===== src/rtl/wptr_full.sv =====
// Write-side pointer, full flag, fill level and sticky overflow for the async FIFO (wclk domain).
// Define WPTR_ALMOST_FULL_EN to build the almost-full compare; otherwise walmost_full is tied low.
module wptr_full #(
    parameter int unsigned ADDRSIZE     = 4,
    parameter int unsigned AFULL_MARGIN = 2
) (
    input  logic                wclk,
    input  logic                rst_n,
    input  logic                winc,
    input  logic [ADDRSIZE:0]   wq2_rptr,
    input  logic                wovf_clr,
    output logic [ADDRSIZE-1:0] waddr,
    output logic [ADDRSIZE:0]   wptr,
    output logic                wfull,
    output logic [ADDRSIZE:0]   wlevel,
    output logic                wovf,
    output logic                walmost_full
);
    localparam int unsigned   PW      = ADDRSIZE + 1;
    localparam int unsigned   DEPTH   = 1 << ADDRSIZE;
    localparam logic [PW-1:0] DEPTH_P = PW'(DEPTH);

    if (ADDRSIZE < 2) begin : g_bad_addrsize
        $error("wptr_full: ADDRSIZE must be >= 2");
    end
    if (AFULL_MARGIN < 1 || AFULL_MARGIN >= DEPTH) begin : g_bad_margin
        $error("wptr_full: AFULL_MARGIN must be in 1..2**ADDRSIZE-1");
    end

    logic [PW-1:0] wbin;
    logic [PW-1:0] wbinnext;
    logic [PW-1:0] wgraynext;
    logic [PW-1:0] rbin;
    logic [PW-1:0] level_next;
    logic          wpush;
    logic          wfull_next;
    logic          wovf_next;

    assign waddr = wbin[ADDRSIZE-1:0];

    // Next pointers, synchronized read pointer in binary, and next flags
    always_comb begin
        rbin = '0;
        for (int unsigned i = 0; i < PW; i++) begin
            rbin[i] = ^(wq2_rptr >> i);
        end
        wpush      = winc & ~wfull;
        wbinnext   = wbin + PW'(wpush);
        wgraynext  = (wbinnext >> 1) ^ wbinnext;
        wfull_next = (wgraynext == {~wq2_rptr[ADDRSIZE:ADDRSIZE-1], wq2_rptr[ADDRSIZE-2:0]});
        level_next = wbinnext - rbin;
        wovf_next  = wovf;
        if (winc && wfull) begin
            wovf_next = 1'b1;
        end else if (wovf_clr) begin
            wovf_next = 1'b0;
        end
    end

    always_ff @(posedge wclk or negedge rst_n) begin
        if (!rst_n) begin
            wbin   <= '0;
            wptr   <= '0;
            wfull  <= 1'b0;
            wlevel <= '0;
            wovf   <= 1'b0;
        end else begin
            wbin   <= wbinnext;
            wptr   <= wgraynext;
            wfull  <= wfull_next;
            wlevel <= level_next;
            wovf   <= wovf_next;
        end
    end

`ifdef WPTR_ALMOST_FULL_EN
    logic [PW-1:0] free_next;
    logic          walmost_next;

    // Free slots after this edge; a full FIFO always reads as almost full
    always_comb begin
        free_next    = DEPTH_P - level_next;
        walmost_next = (free_next <= PW'(AFULL_MARGIN)) | wfull_next;
    end

    always_ff @(posedge wclk or negedge rst_n) begin
        if (!rst_n) begin
            walmost_full <= 1'b0;
        end else begin
            walmost_full <= walmost_next;
        end
    end
`else
    assign walmost_full = 1'b0;
`endif

endmodule


===== config.mk =====
export PLATFORM = sky130hd
export DESIGN_NAME = wptr_full
export DESIGN_NICKNAME = d
export VERILOG_FILES = /design/src/rtl/wptr_full.sv
export SDC_FILE = /design/constraint.sdc
export NUM_CORES = 1
export LEC_CHECK = 0
export CAP_MARGIN = 20
export CORE_ASPECT_RATIO = 1.1
export CORE_MARGIN = 2
export CORE_UTILIZATION = 45
export CTS_BUF_LIST = sky130_fd_sc_hd__clkbuf_16
export DETAILED_ROUTE_END_ITERATION = 8
export GPL_TIMING_DRIVEN = 1
export HOLD_SLACK_MARGIN = 0.08
export PLACE_DENSITY_LB_ADDON = 0.25
export SKIP_CTS_REPAIR_TIMING = 1
export SLEW_MARGIN = 20
export SYNTH_ARGS = -nofsm -noshare
export SYNTH_HDL_FRONTEND = slang
export SYNTH_SLANG_ARGS = --single-unit
export TNS_END_PERCENT = 100

===== constraint.sdc =====
create_clock -name wclk -period 3.2 [get_ports wclk]
set_clock_uncertainty 0.05 [all_clocks]
set_input_delay 0.64 -clock wclk [delete_from_list [all_inputs] [get_ports wclk]]
set_output_delay 0.64 -clock wclk [all_outputs]
set_load 0.01 [all_outputs]

Word-level counts from Yosys, hierarchy flattened
Index checks and enable logic that the tools add are counted.
{"block": "totals", "register_bits": 17, "elab_cells": 21}
{"block": "classes", "reduce_logical": 7, "bitwise": 4, "mux": 2, "addsub": 2, "eq_ne": 1}
{"op": "$reduce_xor 5->1", "count": 5}
{"op": "$add 5x1->5", "count": 1}
{"op": "$eq 5x5->1", "count": 1}
{"op": "$sub 5x5->5", "count": 1}
{"op": "$xor 4x5->5", "count": 1}
{"op": "$mux 1", "count": 2}
{"op": "$not 2->2", "count": 1}
{"op": "$reduce_bool 2->1", "count": 1}
{"op": "$and 1x1->1", "count": 1}
{"op": "$logic_and 1x1->1", "count": 1}
{"op": "$not 1->1", "count": 1}

Logic depth before layout (Yosys ltp)
Gate-level depths: netlist of the first run.
{"block": "logic_depth", "ltp_word": 5, "ltp_mapped": 9, "depth_no_buf": 9}

Worst setup path before layout of the first run
No wires, ideal clock.
{"block": "synth_timing", "kind": "input to register", "startpoint": "input wq2_rptr[3]", "endpoint": "register wlevel[4]", "cell_stages": 8, "arrival_ps": 2686, "required_time_ps": 3015, "setup_time_ps": 135, "slack_ps": 329, "n_path_buf": 0, "path_cell_list": "xnor3_1 -> xor2_1 -> xnor2_1 -> ha_1 -> fa_1 -> or3_1 -> a32oi_1 -> o22ai_1"}
{"block": "synth_via", "elab_chain_len": 2, "elab_cells_between_ends": 5, "cone_classes": "add/sub (1); reduce/logical (4)"}
{"element": "start: declaration", "line": "10", "source": "input logic [ADDRSIZE:0] wq2_rptr,"}
{"element": "$reduce_xor 5->1", "line": "45", "source": "rbin[i] = ^(wq2_rptr >> i);"}
{"element": "$sub 5x5->5 *", "line": "51", "source": "level_next = wbinnext - rbin;"}
{"element": "net level_next[4]", "line": "34", "source": "logic [PW-1:0] level_next;"}
{"element": "end signal: assignment", "line": "71", "source": "wlevel <= level_next;"}
{"element": "end: declaration", "line": "15", "source": "output logic [ADDRSIZE:0] wlevel,"}
The timed path passes the listed nets; every way through them passes the cells marked *.
A chain may end at the register's enable or synchronous reset.

Worst setup path in the final report of the first run
{"block": "layout_timing", "startpoint": "input wq2_rptr[4]", "endpoint": "register wlevel[4]"}
The elaborated chain is that of the path after synthesis.

==> metrics.md, run 1 <==
| Metric | Value |
|---|---|
| Outcome | `complete, no violations` |
| Combinational power share | `60.7%` |
| Synth Instances | `81` |
| Largest net degree at the start of global routing | `17` |
| Clock share of power | `15.0%` |
| Total chip power | `1.619 mW` |
| N_diodes | `0` |
| CTS Buffer Depth | `2` |
| Share of the yosys chip area belonging to registers | `42.16%` |
| Simple-gate area share of the yosys netlist | `7.246%` |
| Fmax | `0.3243 GHz` |
| H-tree Lvls | `1` |
| Routability cong. | `0.7864` |
| Fin. Hold Viols | `0` |
| Crit path capture type | `flip-flop` |
| Crit path DAT | `3.15 ns` |
| PnR worst setup slack | `0.1169 ns` |
| Drt drc | `0` |
| Placed Area | `0.001281 mm²` |
| Hpwl dp | `1520 µm` |
| Place WS | `-0.1443 ns` |
| Detailed-route wire length per cell | `13.77 µm` |
| Mean Syn Cell Area | `11.72 µm²` |
| Die area | `0.002494 mm²` |
| Clk Latency, worst-skew pair | `0.25 ns` |
| Top cells by area, synth | `dfrtp_1 (42%), xnor2_1 (8.3%), xor2_1 (8.3%)` |
| Min-Delay Path Depth | `2` |
| RSZ-0062 raised after global routing | `no` |
| Initial Utilization | `47.50%` |
| Switching share of total power | `37.05%` |
| Sequential power share | `24.3%` |
| Kind of critical path | `input pin to flip-flop` |
| Multiplexer share of the synthesized area | `0%` |
| Finished Cell Area | `0.001371 mm²` |
| Vias in the first global route | `725` |
| Leakage | `0.6277 nW` |
| Post-Synth Adder-Cell Area | `8.696%` |
| Core area | `0.001999 mm²` |
| Vias post-DR | `705` |
| Initial antenna violation count | `0` |
| Area grow syn2layout | `44.40%` |
| Port Buf Inserts | `24` |
| Clock Sinks | `16` |
| Fin crit share | `96.35%` |
| Sw Pwr | `0.5998 mW` |
| First-pass GRT wire length | `3291 µm` |
| Prevailing post-synth register cell | `dfrtp_1` |
| Die H | `52.18 µm` |
| CP Max Fanout | `2` |
| Pwr dens | `1181 mW/mm²` |
| DRT iter0 DRCs | `2` |
| Hold Crit Class | `flip-flop to flip-flop` |
| Slew @ Worst Pin | `0.7226 ns` |
| Combinational family with the most area after synthesis | `XOR/XNOR gates` |
| Tot GR Track Use | `19.04%` |
| Post-Synth XOR/XNOR Area | `26.61%` |
| WL final | `1983 µm` |
| Post-synth ARST share | `100.0%` |
| Worst-path clk slew | `0.05 ns` |
| FF+latch count, synth | `16` |
| Most frequent cell after synthesis | `dfrtp_1` |
| Finished Layout Cells | `144` |
| Die X | `47.80 µm` |
| Final setup violation count | `0` |
| Crit start category | `input pin` |
| Vias per cell | `4.896` |
| FILL cells | `160` |
| Root Driver | `clkbuf_16` |
| Peak supply drop | `0.7767 mV` |
| Post-Syn Nets | `96` |
| TritonCTS Buffers | `3` |
| Core Util, Final | `68.59%` |
| Post-synth top area cell | `dfrtp_1` |
| Remaining global-route overflow | `0` |
| Complex-gate fraction of the synthesized area | `9.354%` |
| Cell Rows | `17` |
| Ys Warns | `0` |
| Synthesized cell area | `949.7 µm²` |
| R2R depth | `7` |
| Max Cap Viol | `0` |
| Worst Path Required | `3.27 ns` |
| Placed cells | `140` |
| Share of layout cells above drive strength 1 | `16.38%` |
| Min cycle time layout | `3.083 ns` |
| Post-synth top area share | `42.16%` |
| I/O pin total | `26` |
| Int Power | `1.019 mW` |
| Slew HR | `51.68%` |
| Nets | `132` |
| TritonRoute pass-1 iters | `4` |
| Number of synthesized flops with an enable pin | `0` |
| CTS tree | `done` |
| Antenna Nets Post-Route | `0` |
| Synth unique cells | `26` |
| Max-slew violation count | `0` |
| Top cells by count, synth | `dfrtp_1 (16), inv_1 (11), xnor2_1 (9), xor2_1 (9), ha_1 (5)` |
## metrics by stage
stage                     TNS [ns]  hold WS, ns
after floorplan                  0       0.2944
after global placement    -0.08689       0.4468
after detailed placement   -0.1443       0.4659
after CTS                        0       0.4812
after global routing             0       0.4981
final                            0       0.4722
## per-layer routing
layer,part of all wire [%],up-vias,global-route usage [%]
met5,0,-,0
li1,-,338,-
met1,41,347,22.37
met4,1.4,0,8.108
met3,3.6,3,2.759
met2,54,17,33.11
## flip-flops by register name, indices dropped and copies added (netlist names)
register  count
wbin          5
wlevel        5
wptr          4
wfull         1
wovf          1
## critical path: stages
cell,delay [ns]
clkdlybuf4s50_1,0.49
xnor3_2,0.46
xor2_2,0.18
xnor2_1,0.14
ha_1,0.21
fa_2,0.34
or3_1,0.37
a32oi_1,0.20
o22ai_1,0.11
## cell families (layout without fill, tap and decap cells)
kind of cell	after synthesis	after routing
xor gates and xnor gates	22	22
DFF	16	16
buffers and inverters	13	48
and+or+nand+nor	12	12
AOI/OAI and AO/OA	11	11
adders and majority gates	6	6
other	1	1
## worst paths after layout
check,from,end,slack (ns)
max in group asynchronous,rst_n,wlevel[3],1.87
hold / removal,wfull,wovf,0.47
hold reg to reg,wfull,wovf,0.47
setup / recovery,wq2_rptr[4],wlevel[4],0.12
min in group asynchronous,rst_n,wfull,0.78
setup reg to reg,wfull,wfull,0.85
## power groups by stage
stage	Sequential (mW)	Combinational, mW	Clock [mW]
after floorplan	0.430	0.555	0
after global placement	0.393	0.956	0
after detailed placement	0.399	0.971	0
after CTS	0.395	0.991	0.246
after global routing	0.404	1.08	0.259
final	0.393	0.983	0.242
## area by class of cell
class / instances / area [µm²] / area share [%]
Inverter: 11 / 41.29 / 3.011
Multi-Input combinational cell: 52 / 508.0 / 37.04
Clock inverter: 1 / 3.754 / 0.2737
Clock buffer: 3 / 75.07 / 5.474
Tap cell: 28 / 35.03 / 2.555
Timing Repair Buffer: 33 / 307.8 / 22.45
Sequential cell: 16 / 400.4 / 29.20
## cells in the final DEF (no fill, tap or decap), types with 2 or more instances in the layout
cell type	count
or3_1	2
buf_4	9
nand2_1	3
ha_1	5
nand3_1	3
xor2_1	8
xnor3_1	2
a221oi_1	2
nor2b_1	2
inv_1	11
dfrtp_1	16
clkbuf_16	3
xnor2_1	9
clkdlybuf4s50_1	24
o21ai_0	2
No activity file was read; power rests on OpenSTA's default activity.
==> run 2, diff against run 1 <==
--- a/config.mk
+++ b/config.mk
@@ -10,6 +10,7 @@
 export CORE_MARGIN = 2
 export CORE_UTILIZATION = 45
 export CTS_BUF_LIST = sky130_fd_sc_hd__clkbuf_16
+export CTS_CLUSTER_DIAMETER = 40
 export DETAILED_ROUTE_END_ITERATION = 8
 export GPL_TIMING_DRIVEN = 1
 export HOLD_SLACK_MARGIN = 0.08
==> results of run 2 <==
Final layout, timing and power as in run 1 (identical DEF).
==> run 3, diff against run 2 <==
--- a/config.mk
+++ b/config.mk
@@ -8,7 +8,7 @@
 export CAP_MARGIN = 20
 export CORE_ASPECT_RATIO = 1.1
 export CORE_MARGIN = 2
-export CORE_UTILIZATION = 45
+export CORE_UTILIZATION = 37
 export CTS_BUF_LIST = sky130_fd_sc_hd__clkbuf_16
 export CTS_CLUSTER_DIAMETER = 40
 export DETAILED_ROUTE_END_ITERATION = 8
==> run 3 against run 2 <==
Net effect:
- total power fell by 2.3%
- count of clock-buffer cells in the layout did not move
- highest routed layer unchanged
- first-iteration DRC count rose to 6.5 times the previous value
- largest power group unchanged
- cell area fell by 0.55%
==> metrics.md, run 3 (synthesis gave the netlist of run 1 again) <==
| Metric | Value |
|---|---|
| Die X | `52.31 µm` |
| Most common cell after layout, fill and taps aside | `clkdlybuf4s50_1` |
| TritonCTS Buffers | `3` |
| Largest net degree at the start of global routing | `17` |
| CP Buf/Inv Count | `1` |
| Cell Rows | `19` |
| Worst-path clk slew | `0.05 ns` |
| Largest registers | `wbin (5), wlevel (5), wptr (4)` |
| Vias per cell | `4.717` |
| Clock Sinks | `16` |
| H-tree Lvls | `1` |
| Area grow syn2layout | `43.61%` |
| Placed Area | `0.001270 mm²` |
| Hold Crit Class | `flip-flop to flip-flop` |
| Die H | `57.14 µm` |
| Worst Path Required | `3.26 ns` |
| Core area | `0.002472 mm²` |
| Initial antenna violation count | `0` |
| Hpwl dp | `1463 µm` |
| Leakage | `0.6315 nW` |
| Pwr dens | `1160 mW/mm²` |
| Antenna Nets Post-Route | `0` |
| Clk Latency, worst-skew pair | `0.24 ns` |
| Initial Utilization | `38.41%` |
| Vias post-DR | `684` |
| CP Max Fanout | `2` |
| DRT iter0 DRCs | `13` |
| RSZ-0062 raised after global routing | `no` |
| Remaining global-route overflow | `0` |
| FILL cells | `216` |
| Crit path capture type | `flip-flop` |
| Most frequent cells in the layout | `clkdlybuf4s50_1 (23), dfrtp_1 (16), inv_1 (11), xnor2_1 (9)` |
| TritonRoute pass-1 iters | `4` |
| Final setup violation count | `0` |
| Max incr delay on CP | `0.51 ns` |
| Root Driver | `clkbuf_16` |
| Outcome | `complete, no violations` |
| Vias in the first global route | `707` |
| Crit-path cells | `clkdlybuf4s50_1 -> xnor3_2 -> xor2_2 -> xnor2_1 -> ha_1 -> fa_1 -> or3_1 -> a32oi_1 -> o22ai_1` |
| N_diodes | `0` |
| Slew HR | `52.33%` |
| CTS tree | `done` |
| Tot GR Track Use | `14.57%` |
| Kind of critical path | `input pin to flip-flop` |
| I/O pin total | `26` |
| Max-slew violation count | `0` |
| Slowest stage cell, crit path | `clkdlybuf4s50_1` |
| Nets | `131` |
| Core Util, Final | `55.16%` |
| Crit start category | `input pin` |
| Peak supply drop | `0.5094 mV` |
| WL final | `1836 µm` |
| Routability cong. | `0.7853` |
| Drt drc | `0` |
| Slew @ Worst Pin | `0.7128 ns` |
| Fin. Hold Viols | `0` |
| Max Cap Viol | `0` |
| Crit path DAT | `3.12 ns` |
| Port Buf Inserts | `24` |
| Fin crit share | `95.45%` |
| Finished Layout Cells | `145` |
| CTS Buffer Depth | `2` |
| Min cycle time layout | `3.054 ns` |
| Placed cells | `141` |
| Die area | `0.002988 mm²` |
| Fmax | `0.3274 GHz` |
| First-pass GRT wire length | `3125 µm` |
| Delay-heaviest family, CP | `XOR/XNOR gates` |
| Finished Cell Area | `0.001364 mm²` |
| Detailed-route wire length per cell | `12.66 µm` |
| Share of layout cells above drive strength 1 | `14.91%` |
run 3: cell types whose count changed in the layout (fill, tap and decap cells not counted), sizes merged:
| cell | delta |
|---|---|
| buf | -1 |
| clkdlybuf4s50 | -1 |
| clkinv | -1 |
| dlymetal6s2s | +1 |
run 3: path summary, 6_finish.rpt:
| kind | startpoint | end | slack, ns | depth (start not counted) |
|---|---|---|---|---|
| setup reg to reg | wfull | wlevel[3] | 0.83 | 8 |
| setup / recovery | wq2_rptr[2] | wlevel[4] | 0.15 | 9 |
| hold / removal | wfull | wovf | 0.48 | 2 |
| min in group asynchronous | rst_n | wfull | 0.78 | 1 |
| max in group asynchronous | rst_n | wbin[1] | 1.87 | 1 |
| hold reg to reg | wfull | wovf | 0.48 | 2 |
run 3: stage by stage:
step | power, mW | worst slack, ns | hold WS [ns] | setup TNS [ns]
global placement | 1.335 | -0.1030 | 0.4500 | -0.1030
CTS | 1.599 | 0.08462 | 0.4916 | 0
global route | 1.728 | 0.05454 | 0.5272 | 0
floorplan | 0.9846 | 0.3287 | 0.2944 | 0
detailed placement | 1.357 | -0.1590 | 0.4795 | -0.1590
finish | 1.582 | 0.1456 | 0.4800 | 0
run 3: layout make-up:
type	instances	area (µm²)	area share, %
Timing Repair Buffer	32	302.8	22.20
Inverter	11	41.29	3.028
Tap cell	31	38.79	2.844
Sequential cell	16	400.4	29.36
Multi-Input combinational cell	52	505.5	37.06
Clock buffer	3	75.07	5.505
run 3: per-layer routing:
layer  vias up  GRT usage (%)  part of all wire, %
li1        336              -                    -
met3         4          1.832                  3.4
met1       328          17.43                   41
met2        16          24.46                   54
met5         -              0                    0
met4         0          8.791                  2.1
run 3: worst reg2reg max path: stages (launching register included):
cell and delay [ns]:
dfrtp_1 0.38, nor2b_1 0.12, ha_1 0.24, ha_1 0.35
xnor2_4 0.19, inv_1 0.11, ha_1 0.33, a221oi_1 0.34
xnor2_1 0.12
run 3: power breakdown:
group	internal, mW	leakage (nW)	switching (mW)	total [mW]
Sequential	0.315	0.192	0.0766	0.391
Combinational	0.528	0.402	0.430	0.958
Clock	0.163	0.0370	0.0697	0.233
Total	1.01	0.631	0.576	1.58
